==> config.mk <==
export PLATFORM = sky130hd
export DESIGN_NAME = hazard_ctrl_flat
export DESIGN_NICKNAME = d
export VERILOG_FILES = /design/src/rtl/hazard_ctrl_pkg.sv /design/src/rtl/hazard_ctrl_if.sv /design/src/rtl/hazard_ctrl_sat_counter.sv /design/src/rtl/hazard_ctrl.sv /design/src/flat_wrapper.sv
export SDC_FILE = /design/constraint.sdc
export NUM_CORES = 1
export LEC_CHECK = 0
export ABC_AREA = 1
export CORE_UTILIZATION = 50
export CTS_CLUSTER_DIAMETER = 100
export DETAILED_ROUTE_END_ITERATION = 12
export PLACE_DENSITY = 0.8
export SLEW_MARGIN = 15
export SYNTH_ARGS = -nofsm -noshare
export SYNTH_HDL_FRONTEND = slang
export SYNTH_SLANG_ARGS = --single-unit
export TNS_END_PERCENT = 30
==> constraint.sdc <==
create_clock -name clk -period 4.8 [get_ports clk]
set_clock_uncertainty 0.05 [all_clocks]
set_input_delay 0.96 -clock clk [delete_from_list [all_inputs] [get_ports clk]]
set_output_delay 0.96 -clock clk [all_outputs]
set_load 0.005 [all_outputs]
==> src/rtl/hazard_ctrl_pkg.sv <==
`default_nettype none
// ============================================================================
//  Module   : hazard_ctrl_pkg
//  Purpose  : Shared definitions for the hazard controller. It holds the FSM
//             state encodings and the default register-index width.
//  Ports    : none (package)
//  Revision : 1.0  initial release
// ============================================================================
package hazard_ctrl_pkg;

  localparam int REG_W_DEF = 4;

  // FSM state encodings. The values are fixed so that external tools can
  // decode the state.
  localparam logic [1:0] RUN      = 2'd0;
  localparam logic [1:0] FLUSH    = 2'd1;
  localparam logic [1:0] MEM_WAIT = 2'd2;

endpackage : hazard_ctrl_pkg
`default_nettype wire

==> src/rtl/hazard_ctrl_if.sv <==
`default_nettype none
// ============================================================================
//  Module   : hazard_ctrl_if
//  Purpose  : Bundles the signals exchanged between the pipeline and the
//             hazard controller.
//  Ports    : master - the pipeline side. It drives the ID/EXE/MEM status
//                      and receives the freeze/flush controls.
//             slave  - the controller side (hazard_ctrl).
//  Revision : 1.0  initial release
// ============================================================================
interface hazard_ctrl_if #(
  parameter int REG_W = 4,
  parameter int CNT_W = 16
);
  logic [REG_W-1:0] src1;
  logic [REG_W-1:0] src2;
  logic             twoSrc;
  logic             exeWbEn;
  logic [REG_W-1:0] exeDest;
  logic             exeMemRead;
  logic             memWbEn;
  logic [REG_W-1:0] memDest;
  logic             branchTaken;
  logic             memBusy;
  logic             freeze;
  logic             flushIfId;
  logic             bubbleIdEx;
  logic             freezeAll;
  logic             memError;
  logic [CNT_W-1:0] stallCount;

  modport master (
    output src1, src2, twoSrc, exeWbEn, exeDest, exeMemRead,
           memWbEn, memDest, branchTaken, memBusy,
    input  freeze, flushIfId, bubbleIdEx, freezeAll, memError, stallCount
  );

  modport slave (
    input  src1, src2, twoSrc, exeWbEn, exeDest, exeMemRead,
           memWbEn, memDest, branchTaken, memBusy,
    output freeze, flushIfId, bubbleIdEx, freezeAll, memError, stallCount
  );
endinterface : hazard_ctrl_if
`default_nettype wire

==> src/rtl/hazard_ctrl_sat_counter.sv <==
`default_nettype none
// ============================================================================
//  Module   : sat_counter
//  Purpose  : Up-counter that stops at all-ones instead of wrapping.
//  Ports    : clk     - rising-edge clock
//             rst     - asynchronous active-high reset (clears to 0)
//             inc_i   - count this cycle
//             count_o - current count value, CNT_W bits
//  Revision : 1.0  initial release
// ============================================================================
module sat_counter #(
  parameter int CNT_W = 16
) (
  input  logic             clk,
  input  logic             rst,
  input  logic             inc_i,
  output logic [CNT_W-1:0] count_o
);

  logic [CNT_W-1:0] cnt_q;
  logic [CNT_W-1:0] cnt_d;

  always_comb begin
    cnt_d = cnt_q;
    if (inc_i && (cnt_q != {CNT_W{1'b1}})) begin
      cnt_d = cnt_q + CNT_W'(1);
    end
  end

  always_ff @(posedge clk or posedge rst) begin
    if (rst) begin
      cnt_q <= '0;
    end else begin
      cnt_q <= cnt_d;
    end
  end

  assign count_o = cnt_q;

endmodule : sat_counter
`default_nettype wire

==> src/rtl/hazard_ctrl.sv <==
`default_nettype none
// ============================================================================
//  Module   : hazard_ctrl
//  Purpose  : ID-stage hazard controller. It produces the following controls:
//               - freeze/bubble signals for RAW hazards,
//               - flush pulses for taken branches,
//               - a whole-pipe freeze while data memory is busy.
//             It also provides a sticky memory-timeout flag and a saturating
//             stall-cycle counter.
//  Ports    : clk - rising-edge clock
//             rst - asynchronous, active-high reset
//             bus - hazard_ctrl_if.slave. Inputs: src1/src2/twoSrc,
//                   exe*/mem* destinations, branchTaken, memBusy.
//                   Outputs: freeze, flushIfId, bubbleIdEx, freezeAll,
//                   memError, stallCount.
//  Config   : FORWARDING_EN. When this macro is defined, the controller
//             stalls only on load-use hazards in EXE.
//  Revision : 1.0  initial release
// ============================================================================
module hazard_ctrl
  import hazard_ctrl_pkg::*;
#(
  parameter int REG_W        = REG_W_DEF,
  parameter int FLUSH_CYCLES = 1,
  parameter int MEM_TIMEOUT  = 255,
  parameter int CNT_W        = 16
) (
  input  logic         clk,
  input  logic         rst,
  hazard_ctrl_if.slave bus
);

  localparam int TW = $clog2(MEM_TIMEOUT + 1);

  logic [1:0]       state_q, state_d;
  logic [2:0]       fcnt_q, fcnt_d;     // flush cycles still to issue
  logic [TW-1:0]    tcnt_q, tcnt_d;     // consecutive memBusy cycles
  logic             pend_q, pend_d;     // branch seen while memory was busy
  logic             merr_q, merr_d;

  logic [REG_W-1:0] s1, s2, ed, md;
  logic             hazard;
  logic             freeze_c, flush_c, bubble_c, freeze_all_c;

  assign s1 = bus.src1;
  assign s2 = bus.src2;
  assign ed = bus.exeDest;
  assign md = bus.memDest;

  // Register 0 gets no special treatment; all REG_W bits are compared.
  always_comb begin
`ifdef FORWARDING_EN
    hazard = bus.exeMemRead & bus.exeWbEn &
             ((ed == s1) | (bus.twoSrc & (ed == s2)));
`else
    hazard = (bus.exeWbEn & (ed == s1)) | (bus.memWbEn & (md == s1)) |
             (bus.twoSrc & ((bus.exeWbEn & (ed == s2)) |
                            (bus.memWbEn & (md == s2))));
`endif
  end

  always_comb begin
    state_d      = state_q;
    fcnt_d       = fcnt_q;
    tcnt_d       = '0;
    pend_d       = pend_q;
    freeze_c     = 1'b0;
    flush_c      = 1'b0;
    bubble_c     = 1'b0;
    freeze_all_c = 1'b0;

    case (state_q)
      RUN: begin
        if (bus.memBusy) begin
          freeze_all_c = 1'b1;
          state_d      = MEM_WAIT;
          tcnt_d       = TW'(1);
          if (bus.branchTaken) begin
            pend_d = 1'b1;
          end
        end else if (bus.branchTaken || pend_q) begin
          // A branch that was held back by a memory stall replays here.
          flush_c  = 1'b1;
          bubble_c = 1'b1;
          pend_d   = 1'b0;
          if (FLUSH_CYCLES > 1) begin
            state_d = FLUSH;
            fcnt_d  = 3'(FLUSH_CYCLES - 1);
          end
        end else if (hazard) begin
          freeze_c = 1'b1;
          bubble_c = 1'b1;
        end
      end

      FLUSH: begin
        if (bus.memBusy) begin
          // Remaining flush cycles are reissued once memory releases.
          freeze_all_c = 1'b1;
          state_d      = MEM_WAIT;
          tcnt_d       = TW'(1);
          pend_d       = 1'b1;
        end else begin
          flush_c  = 1'b1;
          bubble_c = 1'b1;
          if (bus.branchTaken) begin
            fcnt_d = 3'(FLUSH_CYCLES - 1);
          end else if (fcnt_q <= 3'd1) begin
            fcnt_d  = 3'd0;
            state_d = RUN;
          end else begin
            fcnt_d = fcnt_q - 3'd1;
          end
        end
      end

      MEM_WAIT: begin
        // EXE is frozen, so any branchTaken seen here is stale.
        if (bus.memBusy) begin
          freeze_all_c = 1'b1;
          tcnt_d = (tcnt_q == TW'(MEM_TIMEOUT)) ? tcnt_q : tcnt_q + TW'(1);
        end else begin
          state_d = RUN;
        end
      end

      default: begin
        state_d = RUN;
      end
    endcase

    merr_d = merr_q | (tcnt_d == TW'(MEM_TIMEOUT));
  end

  always_ff @(posedge clk or posedge rst) begin
    if (rst) begin
      state_q <= RUN;
      fcnt_q  <= '0;
      tcnt_q  <= '0;
      pend_q  <= 1'b0;
      merr_q  <= 1'b0;
    end else begin
      state_q <= state_d;
      fcnt_q  <= fcnt_d;
      tcnt_q  <= tcnt_d;
      pend_q  <= pend_d;
      merr_q  <= merr_d;
    end
  end

  // Controls are masked during reset so the outputs read 0 regardless of
  // the input pattern.
  assign bus.freeze     = freeze_c & ~rst;
  assign bus.flushIfId  = flush_c & ~rst;
  assign bus.bubbleIdEx = bubble_c & ~rst;
  assign bus.freezeAll  = freeze_all_c & ~rst;
  assign bus.memError   = merr_q;

  sat_counter #(
    .CNT_W (CNT_W)
  ) u_stall_cnt (
    .clk     (clk),
    .rst     (rst),
    .inc_i   (freeze_c | freeze_all_c),
    .count_o (bus.stallCount)
  );

endmodule : hazard_ctrl
`default_nettype wire

==> src/flat_wrapper.sv <==
// flat-port wrapper written by rule: the top's interface ports become plain ports
module hazard_ctrl_flat import hazard_ctrl_pkg::*;
#(
  parameter int REG_W        = REG_W_DEF,
  parameter int FLUSH_CYCLES = 1,
  parameter int MEM_TIMEOUT  = 255,
  parameter int CNT_W        = 16
)
  (clk, rst, bus_src1, bus_src2, bus_twoSrc, bus_exeWbEn, bus_exeDest, bus_exeMemRead, bus_memWbEn, bus_memDest, bus_branchTaken, bus_memBusy, bus_freeze, bus_flushIfId, bus_bubbleIdEx, bus_freezeAll, bus_memError, bus_stallCount);
  hazard_ctrl_if #(.REG_W(REG_W), .CNT_W(CNT_W)) bus_i ();
  input  logic clk;
  input  logic rst;
  input wire logic [$bits(bus_i.src1)-1:0] bus_src1;
  input wire logic [$bits(bus_i.src2)-1:0] bus_src2;
  input wire logic [$bits(bus_i.twoSrc)-1:0] bus_twoSrc;
  input wire logic [$bits(bus_i.exeWbEn)-1:0] bus_exeWbEn;
  input wire logic [$bits(bus_i.exeDest)-1:0] bus_exeDest;
  input wire logic [$bits(bus_i.exeMemRead)-1:0] bus_exeMemRead;
  input wire logic [$bits(bus_i.memWbEn)-1:0] bus_memWbEn;
  input wire logic [$bits(bus_i.memDest)-1:0] bus_memDest;
  input wire logic [$bits(bus_i.branchTaken)-1:0] bus_branchTaken;
  input wire logic [$bits(bus_i.memBusy)-1:0] bus_memBusy;
  output wire logic [$bits(bus_i.freeze)-1:0] bus_freeze;
  output wire logic [$bits(bus_i.flushIfId)-1:0] bus_flushIfId;
  output wire logic [$bits(bus_i.bubbleIdEx)-1:0] bus_bubbleIdEx;
  output wire logic [$bits(bus_i.freezeAll)-1:0] bus_freezeAll;
  output wire logic [$bits(bus_i.memError)-1:0] bus_memError;
  output wire logic [$bits(bus_i.stallCount)-1:0] bus_stallCount;
  assign bus_i.src1 = bus_src1;
  assign bus_i.src2 = bus_src2;
  assign bus_i.twoSrc = bus_twoSrc;
  assign bus_i.exeWbEn = bus_exeWbEn;
  assign bus_i.exeDest = bus_exeDest;
  assign bus_i.exeMemRead = bus_exeMemRead;
  assign bus_i.memWbEn = bus_memWbEn;
  assign bus_i.memDest = bus_memDest;
  assign bus_i.branchTaken = bus_branchTaken;
  assign bus_i.memBusy = bus_memBusy;
  assign bus_freeze = bus_i.freeze;
  assign bus_flushIfId = bus_i.flushIfId;
  assign bus_bubbleIdEx = bus_i.bubbleIdEx;
  assign bus_freezeAll = bus_i.freezeAll;
  assign bus_memError = bus_i.memError;
  assign bus_stallCount = bus_i.stallCount;
  hazard_ctrl #(.REG_W(REG_W), .FLUSH_CYCLES(FLUSH_CYCLES), .MEM_TIMEOUT(MEM_TIMEOUT), .CNT_W(CNT_W)) u_core (.clk(clk), .rst(rst), .bus(bus_i));
endmodule
## Word-level counts from Yosys, hierarchy flattened

Index checks and enable logic that the tools add are counted.

| storage, ports and cells | value |
|---|---|
| input bits | 24 |
| word-level logic and storage cells | 81 |
| flip-flop bits (word level) | 31 |

| cells by class | value |
|---|---|
| reductions and logical operators | 9 |
| mux-type cells | 30 |
| add/sub/neg operators | 3 |
| bitwise operators | 16 |
| $lt $le $gt $ge | 1 |
| eq/ne operators | 16 |

Operator list:

| cell | count |
|---|---|
| $add 16x1->16 const B | 1 |
| $eq 4x4->1 | 4 |
| $eq 8x8->1 const B | 2 |
| $mux 1 | 16 |
| $mux 8 | 2 |
| $ne 16x16->1 const B | 1 |
| $pmux 8 s2 | 1 |
| $mux 2 | 5 |
| $and 1x1->1 | 9 |
| $add 8x1->8 const B | 1 |
| $reduce_and 4->1 | 2 |
| $mux 3 | 2 |
| $ne 2x2->1 const B | 3 |
| $ne 3x2->1 const B | 2 |
| $ne 3x3->1 const B | 2 |
| $pmux 1 s2 | 3 |
| $pmux 2 s3 | 1 |
| $or 1x1->1 | 5 |
| $le 3x1->1 const B | 1 |
| $reduce_or 3->1 | 1 |
| $sub 3x1->3 const B | 1 |
| $eq 2x1->1 const B | 1 |
| $eq 2x2->1 const B | 1 |
| $logic_not 2->1 | 1 |
| 6 further kinds | 7 |

## Depth between registers and ports, before layout

Gate-level depths: netlist of run 1.

| depth | value |
|---|---|
| depth after elaboration | 11 |
| depth in mapped cells | 14 |
| mapped depth without buffers | 13 |

## Hierarchy

A second synthesis of run 1 with hierarchy kept.

| second synthesis, totals | value |
|---|---|
| cell total of the unflattened synthesis | 312 |
| area, all modules | 2021.9 um^2 |

Modules (own cells, without submodules):

| module | instances | cells each | sequential area each (um^2) | area an instance (um^2) |
|---|---|---|---|---|
| sat_counter | 1 | 150 | 400.4 | 1069.8 |
| hazard_ctrl | 1 | 162 | 275.3 | 952.2 |

## Least setup slack after synthesis of run 1

No wires, ideal clock.

| timing path | value |
|---|---|
| path kind | input port to output port |
| start point | in rst |
| end point | out bus_bubbleIdEx |
| stages on the path | 3 |
| path buffers | 0 |
| arrival | 1.906 ns |
| data required time | 3.790 ns |
| slack | 1.884 ns |
| path through | inv_1 -> nand2_1 -> o21ai_0 |

| on the way | value |
|---|---|
| word-level cells in the longest chain between the ends | 2 |

RTL lines:

| element | line | source |
|---|---|---|
| start, declared | flat_wrapper.sv:12 | `input logic rst;` |
| $not 1->1 | hazard_ctrl.sv:155 | `assign bus.bubbleIdEx = bubble_c & ~rst;` |
| $and 1x1->1 | hazard_ctrl.sv:155 |  |
| end, declared | flat_wrapper.sv:25 | `output wire logic [$bits(bus_i.bubbleIdEx)-1:0] bus_bubbleIdEx;` |

No other way between the ends.

## Worst setup path after layout of run 1

| timing path | value |
|---|---|
| start point | in bus_exeDest[1] |
| end point | out bus_bubbleIdEx |

| on the way | value |
|---|---|
| word-level cells in the longest chain between the ends | 10 |
| elaborated cells on any way between the ends | 13 |
| those cells by class | 2 x eq/ne; 4 x mux; 7 x bitwise |

RTL lines:

| element | line | source |
|---|---|---|
| start, declared | flat_wrapper.sv:17 | `input wire logic [$bits(bus_i.exeDest)-1:0] bus_exeDest;` |
| $eq 4x4->1 | hazard_ctrl.sv:57 | `(bus.twoSrc & ((bus.exeWbEn & (ed == s2)) \|` |
| $and 1x1->1 | hazard_ctrl.sv:57 |  |
| $or 1x1->1 | hazard_ctrl.sv:57 |  |
| $and 1x1->1 | hazard_ctrl.sv:57 |  |
| $or 1x1->1 (*) | hazard_ctrl.sv:56 | `hazard = (bus.exeWbEn & (ed == s1)) \| (bus.memWbEn & (md == s1)) \|` |
| $mux 1 (*) | hazard_ctrl.sv:90 | `end else if (hazard) begin` |
| $mux 1 (*) | hazard_ctrl.sv:81 | `end else if (bus.branchTaken \|\| pend_q) begin` |
| $mux 1 (*) | hazard_ctrl.sv:74 | `if (bus.memBusy) begin` |
| $pmux 1 s2 (*) | hazard_ctrl.sv:72 | `case (state_q)` |
| $and 1x1->1 (*) | hazard_ctrl.sv:155 |  |

Mark *: on every way between the ends. The rest lies on a longest branch, timed or not.

==> impl_metrics.tcl, run 1 <==
set metrics [dict create \
    status "finished clean" \
    cp_top_family "buffers and inverters" \
    die_w_um 63.9 \
    netlist.top_cell.by_area "dfrtp_1" \
    power_switching_uw 215 \
    crit_type "primary input to output pin" \
    setup_tns_ns 0 \
    synth-edff-count 0 \
    critPathMaxStageDelay_ns 0.52 \
    grt_pass1_vias 1699 \
    relSlewSlack_pct 76.3 \
    min_from "u_core.bus.memError" \
    finalHoldViolCount 0 \
    post-place-ws_ns 1.05 \
    crit_slowest_cell "clkdlybuf4s50_1" \
    required_ns 3.79 \
    avgSynthCellArea_um2 6.81 \
    min_path_cells 2 \
    insertion_delay_ns 0.28 \
    synth-main-ff-cell "dfrtp_1" \
    htree_levels 1 \
    clock_sinks 27 \
    synthTopCellsByCount "nand2_1 (92), inv_1 (33), nor2_1 (32), nand3_1 (28), dfrtp_1 (27)" \
    vias_per_cell 5.02 \
    powerDensity_nw_per_um2 261 \
    area_growth_pct 27.1 \
    clk_pin_slew_ns 0.10 \
    groute.usage.overall_pct 21.8 \
    drt-total-wl_um 4070 \
    finalWorstSetupSlack_ns 1.06 \
    power_frac_seq_pct 47.5 \
    drv_cap 0 \
    synth-seq-cells 27 \
    cp.arrival_ns 2.73 \
    die_area_um2 4080 \
    holdWs_ns 0.420 \
    cp_num_buf_inv 3 \
    globalplace.congestion 0.930 \
    start_util_pct 52.3 \
    setup_viol 0 \
    firstDrtPassIters 4 \
    num_rows 22 \
    end_kind "output pin" \
    combPwrFrac_pct 31.3 \
    drcViolationCount 0 \
    fmax_ghz 0.267 \
    port_buffers 43 \
    die_h_um 63.9 \
    gr-total-overflow 0 \
    synth_top_area_share_pct 35.3 \
    yosysUniqueCellTypes 28 \
    slew_violations 0 \
    yosys-top-cells-area "dfrtp_1 (35%), nand2_1 (18%), nand3_1 (7.3%), inv_1 (6.5%), nor2_1 (6.3%)" \
    num_io_pins 45 \
    vias 1874 \
    regToRegEndpoint "u_core.u_stall_cnt.count_o[2]" \
    synth.most_common_cell "nand2_1" \
    synthArstFlopShare_pct 100 \
    cts_tree "built" \
    yosysSeqAreaShare_pct 35.3 \
    cp_common_cell "nand2_1" \
    worstSetupStartpointType "primary input" \
    ff2ff_setup_slack_ns 2.84 \
    diodes 0 \
    r2r_cells 9 \
    clockBufferDepth 2 \
    wire_per_inst_um 10.9 \
    min_path_type "register to register" \
    p_sw_share_pct 33.9 \
    rsz0062_at_grt "false" \
    drive_above_1_share_pct 5.54 \
    holdPathEnd "u_core.bus.memError" \
    numCtsBuffers 3 \
    holdBufCountCts 0 \
    min_period_ns 3.74 \
    ir_drop_mv 0.113 \
    timing.rr.start "u_core.u_stall_cnt.count_o[0]" \
    cp.depth 12 \
    ant_nets 0 \
    coreArea_um2 3660 \
    grt_pass1_wl_um 7150 \
    syn_inst 281 \
    synth_nets 308 \
    path_cells "clkdlybuf4s50_1 > inv_1 > nand2_1 > nand2_1 > nor2_1 > nand3_1 > nand2_1 > nand2_1 > nand2_1 > nand3_1 > o21ai_0 > clkdlybuf4s50_1" \
    postCtsResizedCells 0 \
    drt_iter0_markers 132 \
    leakage_uw 0.00118 \
    power.internal_uw 419 \
    hpwl_um 3200 \
    mappedNetlistArea_um2 1910 \
    cts_root_buf "clkbuf_8" \
    nFillCells 332 \
    nNetsFinal 353 \
    min_period_over_period_pct 77.9 \
    clock_power_share_pct 21.2 \
    tightest_slew_ns 0.354 \
    postCtsSetupBuffers 0 \
    ys_warn_count 0 \
    cp_max_fo 3 \
    final_core_util_pct 66.4 \
    grt_max_degree 27 \
    grt_antenna_before_repair 0 \
]
==> state kept, by name, indices dropped and copies added, names as in the netlist <==
register and cells:
u_core.bus.memError 1, u_core.u_stall_cnt.count_o 16, u_core.tcnt_q 8, u_core.state_q 1, u_core.pend_q 1
==> per-stage QoR <==
step	cells	instance area [um^2]	total power [uW]
3_5_place_dp	369	2380	505
5_1_grt	373	2430	678
6_report	373	2430	634
4_1_cts	373	2430	638
2_1_floorplan	281	1910	418
3_3_place_gp	369	2380	500
==> routing by layer <==
| metal | GRT usage, % | part of all wire (%) | wire [um] | vias to the layer above |
|---|---|---|---|---|
| met4 | 5.11 | 1.0 | 42 | 0 |
| met3 | 2.68 | 3.5 | 144 | 5 |
| li1 | - | - | - | 979 |
| met2 | 38.3 | 49 | 1980 | 48 |
| met1 | 28.3 | 47 | 1900 | 842 |
| met5 | 0 | 0 | 0 | - |
==> worst min-delay path, stage by stage (launching register included) <==
cell and delay [ns]:
dfrtp_1 0.35, inv_1 0.04, nand2_1 0.05
==> cell families after synthesis <==
logic type | share of synthesized area, %
compound gates | 4.19
xor+xnor | 8.70
fa+ha+maj | 1.96
buf+inv | 8.70
flops | 35.3
simple gates | 41.1
==> cell usage in the layout, fill, tap and decap left out, drive strengths merged, types with 3 or more instances in the layout <==
master and instances:
xor2 9, ha 3, inv 36, o21ai 8
nor2 32, xnor2 10, nor3 10, a31oi 3
dfrtp 27, clkdlybuf4s50 43, nand4 8, nand3 29
clkbuf 3, nand2 97
==> area by class of cell <==
| class | instances | area [um^2] | share of cell area [%] |
|---|---|---|---|
| Sequential cell | 27 | 676 | 27.8 |
| Clock buffer | 3 | 41.3 | 1.70 |
| Multi-Input combinational cell | 214 | 1070 | 44.1 |
| Tap cell | 48 | 60.1 | 2.47 |
| Timing Repair Buffer | 44 | 438 | 18.0 |
| Clock inverter | 1 | 7.51 | 0.309 |
| Inverter | 36 | 138 | 5.66 |
==> power groups by stage <==
stage	clock network [uW]	logic (uW)	registers [uW]
CTS	137	201	301
floorplan	0	126	292
detailed placement	0	200	305
global route	146	223	309
finish	134	199	301
global placement	0	196	304
==> worst max path at each step <==
| stage | start | end | slack (ns) |
|---|---|---|---|
| floorplan | rst | bus_bubbleIdEx | 1.88 |
| global placement | bus_exeDest[1] | bus_bubbleIdEx | 1.07 |
| detailed placement | bus_exeDest[0] | bus_bubbleIdEx | 1.05 |
| CTS | bus_exeDest[0] | bus_bubbleIdEx | 1.04 |
| global route | bus_memDest[1] | bus_bubbleIdEx | 0.88 |
| finish | bus_exeDest[1] | bus_bubbleIdEx | 1.06 |
(Power assumes the default switching activity.)
==> inputs of run 2 (changes only) <==
==> constraint.sdc (replaced) <==
create_clock -name clk -period 3.5 [get_ports clk]
set_clock_uncertainty 0.05 [all_clocks]
set_input_delay 0.7 -clock clk [delete_from_list [all_inputs] [get_ports clk]]
set_output_delay 0.7 -clock clk [all_outputs]
set_load 0.005 [all_outputs]
==> run 2 against run 1 <==
Against the previous run:
- worst hold slack better by 0.0019 ns
- setup slack got worse by 0.77 ns
- combinational power rose by 37%
- sequential share of layout area about the same
- sequential cell count unchanged
==> impl_metrics.tcl, run 2 (same netlist as run 1, synthesis figures left out) <==
set metrics [dict create \
    min_from "u_core.bus.memError" \
    grt_max_degree 27 \
    cp_common_cell "nand2_1" \
    num_rows 22 \
    drt-total-wl_um 4070 \
    port_buffers 43 \
    gr-total-overflow 0 \
    hpwl_um 3260 \
    holdPathEnd "u_core.bus.memError" \
    instances_no_fill 373 \
    post-place-ws_ns 0.275 \
    die_h_um 63.9 \
    ir_drop_mv 0.153 \
    drt_iter0_markers 119 \
    relSlewSlack_pct 75.9 \
    numCtsBuffers 3 \
    r2r_cells 9 \
    cp_max_fo 3 \
    coreArea_um2 3660 \
    worstSetupStartpointType "primary input" \
    power_switching_uw 288 \
    setup_tns_ns 0 \
    drcViolationCount 0 \
    largest_reg_flops 16 \
    globalplace.congestion 0.927 \
    ant_nets 0 \
    wire_per_inst_um 10.9 \
    holdBufCountCts 0 \
    crit_slowest_cell "clkdlybuf4s50_1" \
    vias_per_cell 5.06 \
    combPwrFrac_pct 31.6 \
    tightest_slew_ns 0.359 \
    power_frac_seq_pct 47.8 \
    grt_antenna_before_repair 0 \
    nFillCells 347 \
    postCtsResizedCells 0 \
    cts_tree "built" \
    cp.arrival_ns 2.46 \
    critPathMaxStageDelay_ns 0.52 \
    nNetsFinal 353 \
    cts_root_buf "clkbuf_8" \
    firstDrtPassIters 4 \
    mostFrequentLayoutCell "nand2_1" \
    die_area_um2 4080 \
    min_period_over_period_pct 91.6 \
    finalPower_uw 863 \
    regToRegEndpoint "u_core.u_stall_cnt.count_o[13]" \
    leakage_uw 0.00118 \
    min_path_cells 2 \
    htree_levels 1 \
    postCtsSetupBuffers 0 \
    final_cell_mix "nand2_1 (92), clkdlybuf4s50_1 (43), inv_1 (33)" \
    path_cells "clkdlybuf4s50_1 > inv_1 > nand2_1 > o21ai_0 > nor2_1 > nand3_1 > nand2_1 > inv_2 > nand2_1 > nand3_1 > o21ai_0 > clkdlybuf4s50_1" \
    setup_viol 0 \
    diodes 0 \
    grt_pass1_vias 1742 \
    dp.cells 369 \
    powerDensity_nw_per_um2 356 \
    slew_violations 0 \
    clock_power_share_pct 20.6 \
    start_util_pct 52.3 \
    groute.usage.overall_pct 22.6 \
    grt_pass1_wl_um 7440 \
    ff2ff_setup_slack_ns 1.56 \
    status "finished clean" \
    power.internal_uw 575 \
    rsz0062_at_grt "false" \
    finalHoldViolCount 0 \
    insertion_delay_ns 0.27 \
    p_sw_share_pct 33.4 \
    multiInputGateArea_um2 1070 \
    finalWorstSetupSlack_ns 0.293 \
    drv_cap 0 \
    min_period_ns 3.21 \
    num_io_pins 45 \
    clockBufferDepth 2 \
    die_w_um 63.9 \
    end_kind "output pin" \
    fmax_ghz 0.312 \
    seq_area_um2 676 \
    drive_above_1_share_pct 5.23 \
    timing.rr.start "u_core.u_stall_cnt.count_o[0]" \
    min_path_type "register to register" \
    required_ns 2.75 \
    clk_pin_slew_ns 0.09 \
    crit_type "primary input to output pin" \
    area_growth_pct 26.9 \
    clock_sinks 27 \
    vias 1886 \
]
-- run 2: cell types whose count changed in the layout (fill, tap and decap cells not counted), sizes merged --
cell	delta
clkbuf	+1
clkinvlp	-1
-- run 2: per-stage QoR --
stage | utilization [%] | area (um^2) | hold slack [ns]
6_report | 66.3 | 2430 | 0.422
5_1_grt | 66.3 | 2430 | 0.450
4_1_cts | 66.3 | 2430 | 0.428
3_5_place_dp | 65.1 | 2380 | 0.404
3_3_place_gp | 65.1 | 2380 | 0.396
2_1_floorplan | - | 1910 | 0.407
-- run 2: final cells by class --
class	instances	area share (%)
clock buffer	4	1.86
inverter	36	5.67
multi-input combinational	214	44.1
sequential	27	27.8
tap	48	2.47
timing repair buffer	44	18.0
-- run 2: worst max-delay path by stage --
| stage | end | from | depth (start not counted) | slack, ns |
|---|---|---|---|---|
| CTS | bus_bubbleIdEx | bus_exeDest[1] | 12 | 0.27 |
| global route | bus_bubbleIdEx | bus_src2[1] | 12 | 0.06 |
| finish | bus_bubbleIdEx | bus_exeDest[1] | 12 | 0.29 |
| global placement | bus_bubbleIdEx | bus_exeDest[1] | 12 | 0.30 |
| detailed placement | bus_bubbleIdEx | bus_exeDest[1] | 12 | 0.27 |
| floorplan | bus_bubbleIdEx | rst | 3 | 1.10 |
-- run 2: power groups by stage --
stage	registers, uW	logic, uW	clock network [uW]
6_report	413	273	178
5_1_grt	423	309	194
4_1_cts	413	276	181
3_5_place_dp	419	275	0
3_3_place_gp	417	269	0
2_1_floorplan	400	173	0
-- run 2: worst max-delay path, delay by kind of cell --
family / cells / cell delay [ns]
buffers and inverters: 4 / 1.10
AO/OA/AOI/OAI: 2 / 0.15
AND/OR/NAND/NOR: 6 / 0.50
-- run 2: per-layer routing --
layer,global-route usage [%],share of wire [%],up-vias
met3,2.32,2.6,2
met5,0,0,-
li1,-,-,982
met2,40.2,49,36
met1,29.2,48,866
met4,5.68,0.71,0
